[config.mk]
export PLATFORM = sky130hd
export DESIGN_NAME = csi2_rx_packet_decoder
export DESIGN_NICKNAME = d
export VERILOG_FILES = /design/src/rtl/csi2_pkg.sv /design/src/rtl/csi2_crc16.sv /design/src/rtl/csi2_rx_packet_decoder.sv
export SDC_FILE = /design/constraint.sdc
export NUM_CORES = 1
export LEC_CHECK = 0
export CAP_MARGIN = 20
export CORE_UTILIZATION = 55
export DETAILED_ROUTE_END_ITERATION = 6
export PLACE_DENSITY_LB_ADDON = 0.25
export SETUP_SLACK_MARGIN = 0.3
export SLEW_MARGIN = 20
export SYNTH_ARGS = -nofsm -noshare
export SYNTH_HDL_FRONTEND = slang
export SYNTH_HIERARCHICAL = 1
export SYNTH_SLANG_ARGS = --single-unit
[constraint.sdc]
create_clock -name byte_clk -period 7.59 [get_ports byte_clk]
set_input_delay 0.759 -clock byte_clk [delete_from_list [all_inputs] [get_ports byte_clk]]
set_output_delay 0.759 -clock byte_clk [all_outputs]
set_load 0.05 [all_outputs]
[src/rtl/csi2_pkg.sv]
// Shared CSI-2 definitions used by both the receive decoder and the transmitter:
// data-type codes, decoder state encoding, header ECC and CRC seed.
package csi2_pkg;

  localparam logic [5:0] DT_FS       = 6'h00;
  localparam logic [5:0] DT_FE       = 6'h01;
  localparam logic [5:0] DT_LS       = 6'h02;
  localparam logic [5:0] DT_LE       = 6'h03;
  localparam logic [5:0] DT_YUV422_8 = 6'h1E;

  // Data types below this value are short packets (no payload, no CRC).
  localparam logic [5:0] DT_LONG_MIN = 6'h10;

  localparam logic [15:0] CRC_INIT = 16'hFFFF;

  // Decoder states
  // state      | meaning
  // ST_IDLE    | waiting for the DI byte of a new burst
  // ST_HDR     | collecting WC_LSB, WC_MSB and ECC
  // ST_PAYLOAD | forwarding WC payload bytes to the pixel port
  // ST_SKIP    | discarding payload of an unwanted long packet
  // ST_CRC     | taking the 2 checksum bytes (checked or discarded)
  // ST_DONE    | packet finished, ignoring trailer until burst ends
  localparam logic [2:0] ST_IDLE    = 3'd0;
  localparam logic [2:0] ST_HDR     = 3'd1;
  localparam logic [2:0] ST_PAYLOAD = 3'd2;
  localparam logic [2:0] ST_SKIP    = 3'd3;
  localparam logic [2:0] ST_CRC     = 3'd4;
  localparam logic [2:0] ST_DONE    = 3'd5;

  // 6-bit Hamming parity over {WC_MSB, WC_LSB, DI}.
  function automatic logic [5:0] csi2_ecc(input logic [23:0] d);
    logic [5:0] p;
    p[0] = d[0]^d[1]^d[2]^d[4]^d[5]^d[7]^d[10]^d[11]^d[13]^d[16]^d[20]^d[21]^d[22]^d[23];
    p[1] = d[0]^d[1]^d[3]^d[4]^d[6]^d[8]^d[10]^d[12]^d[14]^d[17]^d[20]^d[21]^d[22]^d[23];
    p[2] = d[0]^d[2]^d[3]^d[5]^d[6]^d[9]^d[11]^d[12]^d[15]^d[18]^d[20]^d[21]^d[22];
    p[3] = d[1]^d[2]^d[3]^d[7]^d[8]^d[9]^d[13]^d[14]^d[15]^d[19]^d[20]^d[21]^d[23];
    p[4] = d[4]^d[5]^d[6]^d[7]^d[8]^d[9]^d[16]^d[17]^d[18]^d[19]^d[20]^d[22]^d[23];
    p[5] = d[10]^d[11]^d[12]^d[13]^d[14]^d[15]^d[16]^d[17]^d[18]^d[19]^d[21]^d[22]^d[23];
    return p;
  endfunction

endpackage

[src/rtl/csi2_crc16.sv]
// Byte-wide CCITT CRC16 (reflected, x^16+x^12+x^5+1) with synchronous clear.
module csi2_crc16 (
  input  logic        byte_clk,
  input  logic        reset_n,
  input  logic        clear,
  input  logic        en,
  input  logic [7:0]  data,
  output logic [15:0] crc
);
  import csi2_pkg::*;

  logic [15:0] r_crc;
  logic [15:0] w_next;

  // Fold one byte into the running CRC, least significant bit first.
  always_comb begin
    w_next = r_crc;
    for (int i = 0; i < 8; i++) begin
      if (w_next[0] ^ data[i]) w_next = (w_next >> 1) ^ 16'h8408;
      else                     w_next = w_next >> 1;
    end
  end

  // CRC register: clear reseeds at the start of each payload.
  always_ff @(posedge byte_clk or negedge reset_n) begin
    if (!reset_n)   r_crc <= CRC_INIT;
    else if (clear) r_crc <= CRC_INIT;
    else if (en)    r_crc <= w_next;
  end

  assign crc = r_crc;

endmodule

[src/rtl/csi2_rx_packet_decoder.sv]
// Single-lane CSI-2 packet decoder: parses one packet per HS burst, rebuilds
// FV/LV/PIXDATA and flags header ECC, payload CRC, oversize and truncation errors.
module csi2_rx_packet_decoder #(
  parameter logic [1:0]  VC     = 2'd0,
  parameter logic [5:0]  DT     = 6'h1E,
  parameter logic [15:0] WC_MAX = 16'h0F00,
  parameter bit          crc16  = 1'b1
) (
  input  logic       byte_clk,
  input  logic       reset_n,
  input  logic       hs_active,
  input  logic       hs_valid,
  input  logic [7:0] hs_data,
  output logic       FV,
  output logic       LV,
  output logic [7:0] PIXDATA,
  output logic       ecc_err,
  output logic       crc_err,
  output logic       wc_err,
  output logic       trunc_err
);
  import csi2_pkg::*;

  logic [2:0]  r_state;
  logic [23:0] r_hdr;
  logic [15:0] r_cnt;
  logic [7:0]  r_crc_lsb;
  logic        r_chk;
  logic        r_fv, r_lv, r_ecc_err, r_crc_err, r_wc_err, r_trunc_err;
  logic [7:0]  r_pix;

  logic [1:0]  w_vc;
  logic [5:0]  w_dt;
  logic [15:0] w_wc;
  logic        w_last;
  logic        w_ecc_ok;
  logic        w_take;
  logic        w_crc_clear;
  logic        w_crc_en;
  logic [15:0] w_crc;

  assign w_vc     = r_hdr[7:6];
  assign w_dt     = r_hdr[5:0];
  assign w_wc     = r_hdr[23:8];
  assign w_last   = (r_cnt == 16'd1);
  assign w_take   = hs_active && hs_valid;
  assign w_ecc_ok = (hs_data[7:6] == 2'b00) && (hs_data[5:0] == csi2_ecc(r_hdr));

  // Reseed on the ECC byte that accepts a forwarded long packet (also covers WC=0).
  assign w_crc_clear = (r_state == ST_HDR) && w_take && w_last && w_ecc_ok &&
                       (w_vc == VC) && (w_dt == DT) && (w_wc <= WC_MAX);
  assign w_crc_en    = (r_state == ST_PAYLOAD) && w_take;

  csi2_crc16 u_crc (
    .byte_clk (byte_clk),
    .reset_n  (reset_n),
    .clear    (w_crc_clear),
    .en       (w_crc_en),
    .data     (hs_data),
    .crc      (w_crc)
  );

  // Packet FSM, byte down-counter, header capture and registered outputs.
  always_ff @(posedge byte_clk or negedge reset_n) begin
    if (!reset_n) begin
      r_state     <= ST_IDLE;
      r_hdr       <= 24'd0;
      r_cnt       <= 16'd0;
      r_crc_lsb   <= 8'd0;
      r_chk       <= 1'b0;
      r_fv        <= 1'b0;
      r_lv        <= 1'b0;
      r_pix       <= 8'd0;
      r_ecc_err   <= 1'b0;
      r_crc_err   <= 1'b0;
      r_wc_err    <= 1'b0;
      r_trunc_err <= 1'b0;
    end else begin
      r_lv        <= 1'b0;
      r_ecc_err   <= 1'b0;
      r_crc_err   <= 1'b0;
      r_wc_err    <= 1'b0;
      r_trunc_err <= 1'b0;
      case (r_state)
        ST_IDLE: begin
          if (w_take) begin
            r_hdr   <= {hs_data, r_hdr[23:8]};
            r_cnt   <= 16'd3;
            r_state <= ST_HDR;
          end
        end
        ST_DONE: begin
          if (!hs_active) r_state <= ST_IDLE;
        end
        default: begin
          if (!hs_active) begin
            r_trunc_err <= 1'b1;
            r_state     <= ST_IDLE;
          end else if (hs_valid) begin
            r_cnt <= r_cnt - 16'd1;
            case (r_state)
              ST_HDR: begin
                if (!w_last) begin
                  r_hdr <= {hs_data, r_hdr[23:8]};
                end else begin
                  r_state <= ST_DONE;
                  if (!w_ecc_ok) begin
                    r_ecc_err <= 1'b1;
                  end else if (w_vc == VC) begin
                    if (w_dt < DT_LONG_MIN) begin
                      if (w_dt == DT_FS)      r_fv <= 1'b1;
                      else if (w_dt == DT_FE) r_fv <= 1'b0;
                    end else if ((w_dt != DT) || (w_wc > WC_MAX)) begin
                      r_wc_err <= (w_wc > WC_MAX);
                      r_chk    <= 1'b0;
                      if (w_wc == 16'd0) begin
                        r_state <= ST_CRC;
                        r_cnt   <= 16'd2;
                      end else begin
                        r_state <= ST_SKIP;
                        r_cnt   <= w_wc;
                      end
                    end else if (w_wc == 16'd0) begin
                      r_state <= ST_CRC;
                      r_cnt   <= 16'd2;
                      r_chk   <= crc16;
                    end else begin
                      r_state <= ST_PAYLOAD;
                      r_cnt   <= w_wc;
                    end
                  end
                end
              end
              ST_PAYLOAD: begin
                r_lv  <= 1'b1;
                r_pix <= hs_data;
                if (w_last) begin
                  r_state <= ST_CRC;
                  r_cnt   <= 16'd2;
                  r_chk   <= crc16;
                end
              end
              // Skipped payload reuses the CRC state with checking disabled.
              ST_SKIP: begin
                if (w_last) begin
                  r_state <= ST_CRC;
                  r_cnt   <= 16'd2;
                end
              end
              ST_CRC: begin
                if (!w_last) begin
                  r_crc_lsb <= hs_data;
                end else begin
                  r_crc_err <= r_chk && ({hs_data, r_crc_lsb} != w_crc);
                  r_state   <= ST_DONE;
                end
              end
              default: r_state <= ST_IDLE;
            endcase
          end
        end
      endcase
    end
  end

  assign FV        = r_fv;
  assign LV        = r_lv;
  assign PIXDATA   = r_pix;
  assign ecc_err   = r_ecc_err;
  assign crc_err   = r_crc_err;
  assign wc_err    = r_wc_err;
  assign trunc_err = r_trunc_err;

endmodule
==> results of run 1 <==
cells in the final DEF (no fill, tap or decap), types with 8 or more instances in the layout:
master                             n
sky130_fd_sc_hd__a211o_1           9
sky130_fd_sc_hd__a21oi_1          21
sky130_fd_sc_hd__clkbuf_8          9
sky130_fd_sc_hd__clkdlybuf4s50_1  24
sky130_fd_sc_hd__dfrtp_1          66
sky130_fd_sc_hd__dfstp_2          16
sky130_fd_sc_hd__ha_1              8
sky130_fd_sc_hd__inv_1            13
sky130_fd_sc_hd__mux2_2           35
sky130_fd_sc_hd__nand2_1          36
sky130_fd_sc_hd__nand4_1          11
sky130_fd_sc_hd__nor2_1           28
sky130_fd_sc_hd__nor2b_1          14
sky130_fd_sc_hd__nor3_1           20
sky130_fd_sc_hd__o21ai_0          26
sky130_fd_sc_hd__xnor2_1          52
sky130_fd_sc_hd__xnor3_1          15
sky130_fd_sc_hd__xor2_1           18
through the flow:
step / hold slack [ps] / cell area [µm²]
after floorplan: 463 / 5300
after global placement: 491 / 5650
after detailed placement: 495 / 5650
after CTS: 522 / 5830
after global routing: 502 / 5830
final: 417 / 5830
state kept, by name (all words and copies together), names as in the netlist:
| register | cells |
|---|---|
| FV | 1 |
| LV | 1 |
| PIXDATA | 8 |
| crc_err | 1 |
| ecc_err | 1 |
| r_chk | 1 |
| r_cnt | 16 |
| r_crc_lsb | 8 |
| r_hdr | 24 |
| r_state | 3 |
| trunc_err | 1 |
| u_crc/crc | 16 |
| wc_err | 1 |
metal layers:
metal | vias to the layer above | global-route usage | wire, µm
li1 | 1879 | - | -
met1 | 1995 | 0.356 | 5550
met2 | 140 | 0.420 | 5910
met3 | 32 | 0.0543 | 698
met4 | 0 | 0.114 | 340
met5 | - | 0 | 0
worst max-delay path, stage by stage:
cell                              delay, ps
sky130_fd_sc_hd__clkdlybuf4s50_1        570
sky130_fd_sc_hd__xnor2_1                290
sky130_fd_sc_hd__xnor3_1                450
sky130_fd_sc_hd__or3_1                  390
sky130_fd_sc_hd__a211oi_2               280
sky130_fd_sc_hd__o221ai_2               330
sky130_fd_sc_hd__or2_1                  490
sky130_fd_sc_hd__a32o_1                 270
sky130_fd_sc_hd__a221o_1                280
worst paths after layout:
path	start	to	slack (ps)	cells after the start
worst max-delay path	hs_data[5]	r_cnt[14]	3710	9
worst min-delay path	reset_n	r_cnt[14]	420	1
worst max register to register	r_hdr[10]	r_cnt[14]	3910	10
worst min register to register	PIXDATA[6]	PIXDATA[6]	510	1
max in group asynchronous	reset_n	PIXDATA[4]	6640	1
min in group byte_clk	PIXDATA[6]	PIXDATA[6]	510	1
kinds of logic (layout without fill, tap and decap cells):
kind of cell | count (synthesis) | in the layout | synth area share
simple gates | 159 | 159 | 0.156
compound gates | 100 | 100 | 0.127
xor+xnor | 92 | 92 | 0.204
flops | 82 | 82 | 0.391
mux | 36 | 36 | 0.0762
buf+inv | 34 | 58 | 0.0276
fa+ha+maj | 8 | 8 | 0.0189
final cells by class:
| class | instances | area, µm² |
|---|---|---|
| flip-flops and latches | 82 | 2070 |
| fillers | 780 | 3450 |
| inverters | 13 | 48.8 |
| clock inverters | 7 | 51.3 |
| clock buffers | 9 | 124 |
| multi-input cells | 395 | 3090 |
| repair buffers | 29 | 282 |
| well taps | 129 | 161 |
report_power, final:
| part | internal (mW) | leakage, nW | total, mW | switching (mW) |
|---|---|---|---|---|
| Clock | 0.122 | 0.0909 | 0.295 | 0.173 |
| Combinational | 0.302 | 1.37 | 0.574 | 0.272 |
| Sequential | 0.490 | 1.01 | 0.578 | 0.0875 |
| Total | 0.914 | 2.48 | 1.45 | 0.533 |
==> qor.yml, run 1 <==
outcome:
  run_status: "completed"
cts:
  h-tree-depth: 3
  clock_transition_at_path_regs_ps: 90
  cts_post_setup_buffers_inserted: 0
  clkSinkCount: 82
  cts_root_buf: "sky130_fd_sc_hd__clkbuf_8"
  post_cts_resized: 0
  cts_max_path_buffers: 2
  number_of_buffers_inserted_for_hold_repair_after_clock_tree_synthesis: 0
  cts-buffers-inserted: 9
  cts_tree: "built"
  worst_skew_pair.late_latency_ps: 360
power_and_ir_drop:
  design_power_total_mw: 1.45
  power_density_nw_per_um2: 248
  ir_drop_mv: 0.163
  pleak_nw: 2.48
synthesis:
  number_of_enable_type_register_cells_in_the_synthesized_netlist: 0
  dominantRegCellSynth: "sky130_fd_sc_hd__dfrtp_1"
  postSynthAreaPerCell_um2: 10.4
  synth.largest_area_cell: "sky130_fd_sc_hd__dfrtp_1"
  synth-warning-count: 6
  synth_largest_type_area_fraction: 0.311
  yosys.cell_count.top_type: "sky130_fd_sc_hd__dfrtp_1"
  netlist_top_cells_count: "sky130_fd_sc_hd__dfrtp_1 (66), sky130_fd_sc_hd__xnor2_1 (52), sky130_fd_sc_hd__nand2_1 (36)"
  yosysSeqAreaShare: 0.391
  synth_cells: 511
  async_reset_ff_frac: 1.00
  netlist_area_um2: 5300
  mappedNetlistNets: 531
  ys_types: 59
  synth.area.top_cells: "sky130_fd_sc_hd__dfrtp_1 (31%), sky130_fd_sc_hd__xnor2_1 (8.6%), sky130_fd_sc_hd__dfstp_2 (7.9%), sky130_fd_sc_hd__mux2_2 (7.4%), sky130_fd_sc_hd__xnor3_1 (6.4%)"
  synth_register_bits: 82
floorplan:
  full_die_area_um2: 10000
  floorplan.initialDensity: 0.571
  num_io_pins: 26
  die_span_x_um: 100
  core.rowCount: 35
  core_area_um2: 9280
  die_height_um: 100
timing:
  final_min_period_over_clock_period: 0.511
  finalHoldViolCount: 0
  totalNegativeSetupSlack_ps: 0
  final_setup_viols: 0
  maxSlewViolCount: 0
  max_slew.worst_pin.slew_ps: 828
  rsz0062_at_grt: "no"
  clock-skew-final_ps: 12.2
  fin_ws_ps: 3710
  max-slew-margin-rel: 0.444
  finalWorstPathRequiredPeriod_ps: 3880
  maxClockFrequency_ghz: 0.258
place:
  total_of_buffers_placed_on_input_and_output_ports: 25
  numPlacedInstances: 648
  routability_congestion_estimate_from_global_placement: 0.929
  post-place-ws_ps: 3370
  dp.final_hpwl_mm: 8.90
grt:
  antenna_found_initial: 0
  vias_in_the_first_global_route: 3948
  grt_max_degree: 83
  wire_length_of_the_first_global_routing_pass_mm: 20.4
  gr-usage-all-layers: 0.266
  grt-ovfl-total: 0
routing:
  route.detailed.vias_per_inst: 6.09
  dr.pass1.iters: 4
  avgRoutedWirePerCell_um: 18.8
  drt-initial-drc-count: 204
  vias: 4046
  route.antenna.remaining_nets: 0
  drc: 0
  drt_wl_total_mm: 12.5
finish:
  final_core_util: 0.628
  fin_nets: 550
  ant_cells: 0
  syn2layout_area_growth_pct: 9.98
  final-instance-count-excl-fill: 664
  drive_gt1_frac: 0.159
worst_setup_path:
  setup.worst_path.class: "in -> reg"
  crit_path_start_kind: "primary input"
  crit_required_ps: 7850
  worstSetupEndpointType: "register"
  worstPathArrival_ps: 4140
  worstPathMaxFanout: 16
run:
  drv.max_cap_violation_count: 0
worst_hold_path:
  hold_path_class: "in -> async"
Power figures use the tool's default switching activity.
==> inputs of run 2 (changes only) <==
Clock period 7.59 ns to 4 ns, I/O delays scaled along.
==> qor.yml, run 2 (synthesis results as in run 1) <==
worst_hold_path:
  hold_path_class: "in -> async"
worst_setup_path:
  worstSetupEndpointType: "register"
  worstPathMaxFanout: 11
  max_stage_delay_ps: 460
  crit_path_top_delay_cell: "sky130_fd_sc_hd__xnor3_1"
  setup.worst_path.class: "reg -> reg"
  crit_required_ps: 4250
  worstPathArrival_ps: 3710
  crit_path_start_kind: "register"
  timing.critical_path.cells: "inv_1 -> ha_1 -> xnor2_1 -> xnor3_1 -> or3_1 -> a211oi_2 -> o221ai_2 -> or2_1 -> a32o_1 -> a221o_1"
finish:
  commonest_non_fill_non_tap_cells_in_the_layout: "sky130_fd_sc_hd__dfrtp_1 (66), sky130_fd_sc_hd__xnor2_1 (52), sky130_fd_sc_hd__nand2_1 (36), sky130_fd_sc_hd__mux2_2 (35), sky130_fd_sc_hd__nor2_1 (28)"
  finalInstanceArea_um2: 5910
  most_frequent_standard_cell_in_the_layout_excluding_fill_and_tap_cells: "sky130_fd_sc_hd__dfrtp_1"
  ant_cells: 0
  drive_gt1_frac: 0.166
  top_register: "r_hdr"
  fin_nets: 557
  largest_register_ffs: 24
  syn2layout_area_growth_pct: 11.4
cts:
  h-tree-depth: 3
  post_cts_resized: 0
  cts_post_setup_buffers_inserted: 0
  cts_tree: "built"
  number_of_buffers_inserted_for_hold_repair_after_clock_tree_synthesis: 0
  clock_transition_at_path_regs_ps: 80
  cts_root_buf: "sky130_fd_sc_hd__clkbuf_8"
  worst_skew_pair.late_latency_ps: 360
  cts_max_path_buffers: 2
  clkSinkCount: 82
  cts-buffers-inserted: 9
timing:
  finalWorstPathRequiredPeriod_ps: 3460
  final_setup_viols: 0
  maxSlewViolCount: 0
  clock-skew-final_ps: 14.2
  rsz0062_at_grt: "no"
  max-slew-margin-rel: 0.489
  max_slew.worst_pin.slew_ps: 767
  totalNegativeSetupSlack_ps: 0
  finalHoldViolCount: 0
  final_min_period_over_clock_period: 0.865
  maxClockFrequency_ghz: 0.289
routing:
  route.antenna.remaining_nets: 0
  vias: 4039
  route.detailed.vias_per_inst: 6.02
  drt-initial-drc-count: 250
  drt_wl_total_mm: 12.7
  avgRoutedWirePerCell_um: 18.9
  drc: 0
  dr.pass1.iters: 5
floorplan:
  core.rowCount: 35
  core_area_um2: 9280
  full_die_area_um2: 10000
  num_io_pins: 26
  die_height_um: 100
  floorplan.initialDensity: 0.571
  die_span_x_um: 100
outcome:
  run_status: "completed"
power_and_ir_drop:
  ir_drop_mv: 0.265
  power_density_nw_per_um2: 477
  design_power_total_mw: 2.82
  pleak_nw: 2.52
grt:
  gr-usage-all-layers: 0.270
  antenna_found_initial: 0
  grt_max_degree: 83
  vias_in_the_first_global_route: 4034
  wire_length_of_the_first_global_routing_pass_mm: 20.8
  grt-ovfl-total: 0
place:
  dp.final_hpwl_mm: 8.94
  total_of_buffers_placed_on_input_and_output_ports: 25
  routability_congestion_estimate_from_global_placement: 0.933
  placed_cell_area_um2: 5710
run:
  drv.max_cap_violation_count: 0
-- run 2: power breakdown --
group	leakage, nW	total (mW)	switching, mW	internal, mW
clock	0.0966	0.620	0.313	0.307
sequential	1.01	1.09	0.163	0.931
combinational	1.41	1.10	0.519	0.585
total	2.52	2.82	0.994	1.82
-- run 2: worst paths after layout --
kind,start,end,slack (ps),cells past startpoint
worst min register to register,FV,FV,510,1
worst max register to register,r_hdr[10],r_cnt[14],540,10
max in group asynchronous,reset_n,r_hdr[22],3380,1
worst min-delay path,reset_n,r_cnt[4],80,1
worst max-delay path,r_hdr[10],r_cnt[14],540,10
min in group byte_clk,FV,FV,510,1
-- run 2: area by class of cell --
type	count	area, µm²
multi-input cells	395	3090
flip-flops and latches	82	2070
repair buffers	36	334
clock buffers	12	145
well taps	129	161
clock inverters	4	51.3
fillers	783	3380
inverters	13	48.8
-- run 2: metal layers --
layer,vias to the layer above,wire [µm],global-route usage,part of all wire
met4,0,242,0.0948,0.019
met1,2003,5720,0.370,0.45
li1,1884,-,-,-
met2,132,6150,0.442,0.48
met5,-,0,0,0
met3,20,578,0.0383,0.046
-- run 2: per-stage QoR --
step | util | worst slack (ps) | hold slack [ps] | cells
after global routing | 0.636 | 326 | 129 | 671
after floorplan | - | 766 | 104 | 511
final | 0.636 | 539 | 81.8 | 671
after global placement | 0.615 | 532 | 491 | 655
after CTS | 0.636 | 547 | 263 | 671
after detailed placement | 0.615 | 461 | 490 | 655
-- run 2: critical path: cells and delay by family, from the launching register on --
family          cells  cell delay, ps
compound gates      4            1000
xor+xnor            2             650
fa+ha+maj           1             340
buf+inv             1              90
flops               1             450
simple gates        2             820
==> inputs of run 3 (changes only) <==
Settings changed: CORE_ASPECT_RATIO from default to 0.75.
==> qor.yml, run 3 (synthesis results as in run 1) <==
cts:
  cts-buffers-inserted: 9
  cts_max_path_buffers: 2
  clkSinkCount: 82
  worst_skew_pair.late_latency_ps: 340
  clock_transition_at_path_regs_ps: 60
  cts_root_buf: "sky130_fd_sc_hd__clkbuf_16"
  cts_post_setup_buffers_inserted: 0
  cts_tree: "built"
  post_cts_resized: 0
  number_of_buffers_inserted_for_hold_repair_after_clock_tree_synthesis: 0
  h-tree-depth: 3
worst_setup_path:
  timing.reg2reg.worst_path_depth: 10
  cp_num_buf_inv: 1
  critical_path_cell_count: 10
  worstSetupEndpointType: "register"
  kind_of_cell_with_the_highest_combined_delay_on_the_critical_path: "compound AO/OA/AOI/OAI gates"
  max_stage_delay_ps: 460
  worstPathMaxFanout: 11
  setup.worst_path.class: "reg -> reg"
  crit_required_ps: 4220
  timing.critical_path.cells: "inv_1 -> ha_1 -> xnor2_1 -> xnor3_1 -> or3_1 -> a211oi_2 -> o221ai_2 -> or2_1 -> a32o_1 -> a221o_1"
  crit_path_top_delay_cell: "sky130_fd_sc_hd__xnor3_1"
  crit_path_start_kind: "register"
  worstPathArrival_ps: 3670
grt:
  gr-usage-all-layers: 0.289
  antenna_found_initial: 0
  grt-ovfl-total: 0
  vias_in_the_first_global_route: 3835
  wire_length_of_the_first_global_routing_pass_mm: 21.4
  grt_max_degree: 83
outcome:
  run_status: "completed"
finish:
  fin_nets: 560
  fillers: 711
  drive_gt1_frac: 0.174
  most_frequent_standard_cell_in_the_layout_excluding_fill_and_tap_cells: "sky130_fd_sc_hd__dfrtp_1"
  syn2layout_area_growth_pct: 14.0
  top_register: "r_hdr"
  ant_cells: 0
  largest_register_ffs: 24
  commonest_non_fill_non_tap_cells_in_the_layout: "sky130_fd_sc_hd__dfrtp_1 (66), sky130_fd_sc_hd__xnor2_1 (52), sky130_fd_sc_hd__nand2_1 (36), sky130_fd_sc_hd__mux2_2 (35), sky130_fd_sc_hd__nor2_1 (28)"
routing:
  vias: 4181
  drc: 0
  dr.pass1.iters: 6
  drt_wl_total_mm: 13.5
  route.antenna.remaining_nets: 0
  route.detailed.vias_per_inst: 6.21
  avgRoutedWirePerCell_um: 20.0
  drt-initial-drc-count: 491
place:
  total_of_buffers_placed_on_input_and_output_ports: 25
  post-place-ws_ps: 495
  routability_congestion_estimate_from_global_placement: 0.939
  dp.final_hpwl_mm: 9.44
floorplan:
  die_height_um: 87.0
  num_io_pins: 26
  die_span_x_um: 115
  full_die_area_um2: 10000
  core.rowCount: 30
  floorplan.initialDensity: 0.577
  core_area_um2: 9200
power_and_ir_drop:
  pleak_nw: 2.59
  ir_drop_mv: 0.390
  power_density_nw_per_um2: 513
  design_power_total_mw: 3.10
timing:
  clock-skew-final_ps: 4.58
  finalHoldViolCount: 0
  max-slew-margin-rel: 0.496
  totalNegativeSetupSlack_ps: 0
  final_min_period_over_clock_period: 0.863
  rsz0062_at_grt: "no"
  final_setup_viols: 0
  maxSlewViolCount: 0
  finalWorstPathRequiredPeriod_ps: 3450
  post_route_hold_slack_ps: 96.0
  maxClockFrequency_ghz: 0.290
  fin_ws_ps: 549
  max_slew.worst_pin.slew_ps: 756
run:
  drv.max_cap_violation_count: 0
worst_hold_path:
  hold_path_class: "in -> async"
==> run 3: cell types whose count changed in the layout (fill, tap and decap cells not counted) <==
cell,change
sky130_fd_sc_hd__clkinv_4,-1
sky130_fd_sc_hd__buf_4,+3
sky130_fd_sc_hd__clkbuf_1,-2
sky130_fd_sc_hd__clkbuf_16,+9
sky130_fd_sc_hd__inv_6,+2
sky130_fd_sc_hd__clkbuf_8,-8
==> run 3: stage by stage <==
stage                     cell area, µm²  utilization  std cells
after global placement              5730        0.623        657
after CTS                           6040        0.657        673
after detailed placement            5730        0.623        657
final                               6040        0.657        673
after global routing                6040        0.657        673
after floorplan                     5300            -        511
==> run 3: report_power, final <==
part           switching, mW  internal, mW  leakage (nW)
Sequential             0.169         0.932          1.01
Combinational          0.545         0.587          1.42
Clock                  0.348         0.521         0.153
==> run 3: area by class of cell <==
cell class	instances	area, µm²	share of cell area
Timing Repair Buffer	39	357	0.0590
Inverter	13	48.8	0.00807
Tap cell	128	160	0.0265
Clock inverter	5	60.1	0.00994
Multi-Input combinational cell	395	3090	0.512
Sequential cell	82	2070	0.343
Clock buffer	11	253	0.0418
==> run 3: path summary, 6_finish.rpt <==
| kind | from | end | slack (ps) |
|---|---|---|---|
| worst max register to register | r_hdr[10] | r_cnt[14] | 550 |
| min in group byte_clk | PIXDATA[3] | PIXDATA[3] | 510 |
| max in group asynchronous | reset_n | r_cnt[7] | 3370 |
| worst min-delay path | reset_n | r_cnt[3] | 100 |
| worst max-delay path | r_hdr[10] | r_cnt[14] | 550 |
| worst min register to register | PIXDATA[3] | PIXDATA[3] | 510 |
==> run 3: layer usage <==
metal | part of all wire | global-route usage
met5 | 0 | 0
met4 | 0.012 | 0.0744
met3 | 0.096 | 0.0779
met2 | 0.42 | 0.395
met1 | 0.48 | 0.445
